[config.mk]
export PLATFORM = sky130hd
export DESIGN_NAME = bitonic_sort_pipe
export DESIGN_NICKNAME = d
export VERILOG_FILES = /design/src/rtl/bitonic_sort_pipe.sv
export SDC_FILE = /design/constraint.sdc
export NUM_CORES = 2
export LEC_CHECK = 0
export BUFFER_PORTS_ARGS = -buffer_cell sky130_fd_sc_hd__buf_4
export CORE_MARGIN = 3
export CORE_UTILIZATION = 35
export DETAILED_ROUTE_END_ITERATION = 8
export PLACE_DENSITY = 0.55
export SLEW_MARGIN = 15
export SYNTH_ARGS = -nofsm -noshare
export SYNTH_HDL_FRONTEND = slang
export SYNTH_SLANG_ARGS = --single-unit
[constraint.sdc]
create_clock -name clk -period 49.7 [get_ports clk]
set_clock_uncertainty 0.15 [all_clocks]
set_input_delay 14.91 -clock clk [delete_from_list [all_inputs] [get_ports clk]]
set_output_delay 14.91 -clock clk [all_outputs]
set_load 0.005 [all_outputs]
[src/rtl/bitonic_sort_pipe.sv]
// bitonic_sort_pipe: fully registered bitonic sorting network with valid/ready flow control.
// Each vector carries a direction tag that flips every compare-exchange it meets.
module bitonic_sort_pipe #(
  parameter int DSIZE = 18,
  parameter int OFFSET = 8,
  parameter int LOG2N = 3,
  localparam int N = 1 << LOG2N,
  localparam int S = LOG2N * (LOG2N + 1) / 2,
  localparam int CW = $clog2(S + 1)
) (
  input  logic              clk,
  input  logic              rst,
  input  logic              in_valid,
  output logic              in_ready,
  input  logic              in_dir,
  input  logic [N*DSIZE-1:0] in_data,
  output logic              out_valid,
  input  logic              out_ready,
  output logic              out_dir,
  output logic [N*DSIZE-1:0] out_data,
  output logic [CW-1:0]     occupancy,
  output logic              busy
);
  logic [DSIZE-1:0] data_q [S][N];
  logic [DSIZE-1:0] data_d [S][N];
  logic [DSIZE-1:0] col_in [S][N];
  logic vld_q [S];
  logic vld_d [S];
  logic dir_q [S];
  logic dir_d [S];
  logic [CW-1:0] occ_q, occ_d;
  logic adv, in_hs, out_hs;
  assign adv = !vld_q[S-1] || out_ready;
  assign in_ready = adv;
  assign in_hs = in_valid && adv;
  assign out_hs = vld_q[S-1] && out_ready;
  assign out_valid = vld_q[S-1];
  assign out_dir = dir_q[S-1];
  assign occupancy = occ_q;
  assign busy = occ_q != '0;
  assign occ_d = occ_q + CW'(in_hs) - CW'(out_hs);
  always_comb begin
    out_data = '0;
    for (int e = 0; e < N; e++) out_data[e*DSIZE +: DSIZE] = data_q[S-1][e];
  end
  for (genvar s = 0; s < S; s++) begin : g_in
    if (s == 0) begin : g_first
      assign vld_d[0] = in_valid;
      assign dir_d[0] = in_dir;
      for (genvar e = 0; e < N; e++) begin : g_e
        assign col_in[0][e] = in_data[e*DSIZE +: DSIZE];
      end
    end else begin : g_rest
      assign vld_d[s] = vld_q[s-1];
      assign dir_d[s] = dir_q[s-1];
      for (genvar e = 0; e < N; e++) begin : g_e
        assign col_in[s][e] = data_q[s-1][e];
      end
    end
  end
  // Phase p merges runs of 2^p; column q compares elements 2^(p-1-q) apart.
  for (genvar p = 1; p <= LOG2N; p++) begin : g_phase
    for (genvar q = 0; q < p; q++) begin : g_col
      localparam int ST = p * (p - 1) / 2 + q;
      localparam int D = 1 << (p - 1 - q);
      for (genvar e = 0; e < N; e++) begin : g_ce
        if ((e & D) == 0) begin : g_pair
          logic up, swap;
          logic [DSIZE-1:0] a, b;
          assign a = col_in[ST][e];
          assign b = col_in[ST][e+D];
          assign up = ((e & (1 << p)) == 0) != dir_d[ST];
          assign swap = up ? a[DSIZE-1:OFFSET] > b[DSIZE-1:OFFSET]
                           : a[DSIZE-1:OFFSET] < b[DSIZE-1:OFFSET];
          assign data_d[ST][e] = swap ? b : a;
          assign data_d[ST][e+D] = swap ? a : b;
        end
      end
    end
  end
  always_ff @(posedge clk or posedge rst) begin
    if (rst) begin
      occ_q <= '0;
      for (int s = 0; s < S; s++) begin
        vld_q[s] <= 1'b0;
        dir_q[s] <= 1'b0;
        for (int e = 0; e < N; e++) data_q[s][e] <= '0;
      end
    end else begin
      occ_q <= occ_d;
      if (adv) begin
        vld_q <= vld_d;
        dir_q <= dir_d;
        data_q <= data_d;
      end
    end
  end
endmodule

# ---- Word level (Yosys, flattened, before mapping)
# Cells that the tools add are included.
dict set report totals {
  register_bits 879
  in_bits 149
  word_cells 188
}
dict set report classes {
  n_addsub 2
  order_cmp 48
  n_mux 72
  reduce_logical 5
}
# cell count
set ops {}
lappend ops {{two-way mux 18 bit} 48}
lappend ops {{> comparator 10 bit} 24}
lappend ops {{less-than comparator 10 bit} 24}
lappend ops {{two-way mux 1 bit} 24}
lappend ops {{adder 3 x 1 -> 3 bit} 1}
lappend ops {{nonzero test 3 bit} 1}
lappend ops {{subtractor 3 x 1 -> 3 bit} 1}
lappend ops {{logical AND 1 bit} 2}
lappend ops {{logical NOT 1 bit} 1}
lappend ops {{logical OR 1 bit} 1}

# ---- Longest topological paths before layout
dict set report depth {
  depth_word 5
  mapped_depth 13
  ltp_nobuf 8
}

# ---- Least setup slack after synthesis
# No wires, ideal clock.
dict set report synth_path {
  path_type {input to output}
  startpoint {input out_ready}
  endpoint {output in_ready}
  arrival_time_ns 16.015
  setup_slack_ns 18.625
  cell_stages 7
  n_path_buf 5
  cell_sequence {nor2b_2 > inv_1 > buf_6 > buf_2 > buf_2 > buf_2 > buf_2}
}
dict set report synth_via {
  elab_chain_len 1
}
# item line
set synth_rtl {}
lappend synth_rtl {{from (decl)} 18} ;# input logic out_ready,
lappend synth_rtl {{logical OR 1 bit} 33} ;# assign adv = !vld_q[S-1] || out_ready;
lappend synth_rtl {{to (decl)} 14} ;# output logic in_ready,
# No other way between the ends.

# ---- Final worst setup path
# Ends and elaborated chain as after synthesis.

==> run summary <==
total via count after detailed routing: 35200
max-cap viol count: 0
aggregate routed wire length: 147000 µm
number of levels in the clock H-tree: 3
setup TNS: 0 ns
delay of the slowest cell on the worst path: 0.32 ns
Required @ worst endpoint: 34.64 ns
static leakage power: 23.8 nW
initial antenna violation count: 4
Synthesized Nets: 4771
Tot GR Track Use: 21.5%
Final Cycle Share: 61.7%
overall die height: 366 µm
mean post-synth cell area: 10.4 µm²
yosys synthesis warning count: 0
Critical path buffers and inverters: 3
distinct cell type count after synthesis: 70
Final GP Congestion: 0.861
number of gates resized after cts: 0
class of the tightest hold or removal check: flop to flop
Worst Max-Slew Pin Slew: 1.12 ns
TritonCTS clock tree: done
crit end category: output pin
cell at the slowest stage of the critical path: sky130_fd_sc_hd__inv_8
areal power density over the cells: 85.6 nW/µm²
Synth area leaders: sky130_fd_sc_hd__dfrtp_1, sky130_fd_sc_hd__ha_1, sky130_fd_sc_hd__mux2_2
GR Layer Usage met1: 32.0%
number of endpoints with negative hold slack in the final report: 0
fraction of met3 tracks used by global routing: 3.18%
master cell of the clock root buffer: sky130_fd_sc_hd__clkbuf_16
RSZ-0062 raised after global routing: no
post-placement cell area: 49300 µm²
area overhead of the layout relative to synthesis: 16.4%
minimum clock period after layout: 30.64 ns
wire per inst: 23.0 µm
post-synthesis instance total: 4379
length of the first detailed-routing pass in iterations: 6
list of cells traversed by the critical path: buf_4 -> nor2b_4 -> inv_8 -> buf_4
Critical Path Start Type: input port
number of top-level pins: 300
area of the placeable core: 128000 µm²
wire length of the first global-routing pass: 224000 µm
max frequency: 0.0326 GHz
EDFF count, synth: 0
final layout net count: 4969
Worst-Skew Late Latency: 0.72 ns
final max-slew violation count: 0
area share of the largest cell type after synthesis: 48.4%
Rel. slew slack: 23.6%
data arrival at the endpoint of the critical path: 15.58 ns
maximum ir drop on the vdd rail: 0.0000465 V
most frequent cells in the layout: sky130_fd_sc_hd__dfrtp_1, sky130_fd_sc_hd__nand2_1, sky130_fd_sc_hd__nor2_1
setup-violating endpoint count in the final report: 0
aggregate global routing overflow: 0
Total Power Consumption: 4.53 mW
largest area contributor in the synthesized netlist: sky130_fd_sc_hd__dfrtp_1
met2 track utilization from global routing: 32.7%
sinks on the clock net: 879
combined area of all synthesized cells: 45500 µm²
Post-synth ARST share: 100%
critical setup path kind: input port to output pin
run status: finished clean
maximum clock insertion buffer count: 3
DP HPWL: 108000 µm
site row count: 131
category of cells accounting for the largest share of critical-path delay: buffers and inverters
Post-CTS Hold Buffers: 0
buffers inserted during post-CTS setup optimization: 0
most crowded layer after global routing: met2
largest net degree at the start of global routing: 180
most frequently used flop master after synthesis: sky130_fd_sc_hd__dfrtp_1
starting utilization of the core area: 35.4%
vias in the first global route: 34100
remaining routing DRC violations: 0
most frequent standard cell in the layout excluding fill and tap cells: sky130_fd_sc_hd__dfrtp_1
clock transition at the registers of the reported paths: 0.06 ns
library cell appearing most often on the critical path: sky130_fd_sc_hd__buf_4
post-route standard cell area excluding fillers: 52900 µm²
antenna violation net count after detailed routing: 0
die span in x: 366 µm
number of buffers added by the clock tree synthesis step: 102
fraction of layout instances using a drive strength above 1: 18.7%
DR vias/cell: 5.50
layout filler cell count: 12400
flop and latch count out of synthesis: 879
die area: 134000 µm²
count of input and output buffers: 299
critical-path maximum fanout: 49
sequential area share after synthesis: 48.4%
first-iteration detailed-routing DRC count: 2811
[state kept, by name, indices dropped and copies added (netlist names)]
| signal | flops |
|---|---|
| g_phase.g_col.g_ce.g_pair.a | 360 |
| g_phase.g_col.g_ce.g_pair.b | 360 |
| out_data | 144 |
| vld_d | 5 |
| dir_d | 3 |
| occupancy | 3 |
| g_phase.g_col.g_ce.g_pair.up | 2 |
| out_dir | 1 |
| out_valid | 1 |
[cell type report]
type / instances / area [µm²] / share of cell area (%)
clock inverters: 41 / 536 / 1.01
repair buffers: 359 / 2770 / 5.23
diodes: 3 / 7.51 / 0.0142
clock buffers: 144 / 2970 / 5.62
flip-flops and latches: 879 / 22000 / 41.6
inverters: 310 / 1180 / 2.23
multi-input cells: 2925 / 21300 / 40.2
well taps: 1729 / 2160 / 4.09
[worst paths after layout]
kind | cells past startpoint | slack (ns) | endpoint | start
max | 4 | 19.06 | in_ready | out_ready
min | 2 | 0.31 | vld_d[0] | vld_d[0]
max reg2reg | 8 | 45.07 | g_phase[2].g_col[0].g_ce[4].g_pair.a[0] | out_valid
min reg2reg | 2 | 0.31 | vld_d[0] | vld_d[0]
max in group asynchronous | 6 | 31.26 | g_phase[2].g_col[1].g_ce[2].g_pair.b[0] | rst
min in group asynchronous | 2 | 14.23 | out_data[106] | rst
[cell usage after synthesis, types with 110 or more instances]
library cell	number
sky130_fd_sc_hd__o21a_1	203
sky130_fd_sc_hd__o22ai_1	199
sky130_fd_sc_hd__mux2i_1	152
sky130_fd_sc_hd__dfrtp_1	879
sky130_fd_sc_hd__ha_1	242
sky130_fd_sc_hd__clkbuf_1	110
sky130_fd_sc_hd__nand2b_1	117
sky130_fd_sc_hd__a21oi_1	149
sky130_fd_sc_hd__nand2_1	491
sky130_fd_sc_hd__inv_1	310
sky130_fd_sc_hd__o22a_1	141
sky130_fd_sc_hd__nor2_1	372
sky130_fd_sc_hd__mux2_2	173
[cell families (layout without fill, tap and decap cells)]
kind of cell    Yosys count  count (layout)  share of synthesized area [%]
fa+ha+maj               243             243                           6.70
flops                   879             879                           48.4
mux                     344             344                           8.17
other cells               0               3                              0
compound gates         1206            1206                           20.6
buf+inv                 575             854                           5.30
simple gates           1130            1130                           10.8
xor+xnor                  2               2                         0.0385
[stage by stage]
stage | hold slack [ns] | util, % | cells | setup slack (ns)
floorplan | 0.280 | - | 4379 | 9.93
global placement | 0.294 | 38.4 | 6199 | 19.02
detailed placement | 0.298 | 38.4 | 6199 | 19.02
CTS | 0.311 | 41.2 | 6384 | 19.01
global route | 0.348 | 41.2 | 6390 | 18.99
finish | 0.307 | 41.2 | 6390 | 19.06
[metal layers]
metal  wire [µm]  vias to the layer above
met1       71600                    17900
met4        3060                        2
met2       65000                      905
met3        7370                      180
met5          20                        -
li1            -                    16200
[where the power goes]
part / switching [mW] / internal, mW
clock: 0.319 / 0.469
sequential: 0.465 / 1.09
combinational: 1.13 / 1.06
[tightest hold or removal path, cell delays in order (launching register included)]
cell                      delay [ns]
sky130_fd_sc_hd__dfrtp_1        0.33
sky130_fd_sc_hd__nand2_1        0.05
sky130_fd_sc_hd__nand2_1        0.05
Power figures use the tool's default switching activity.
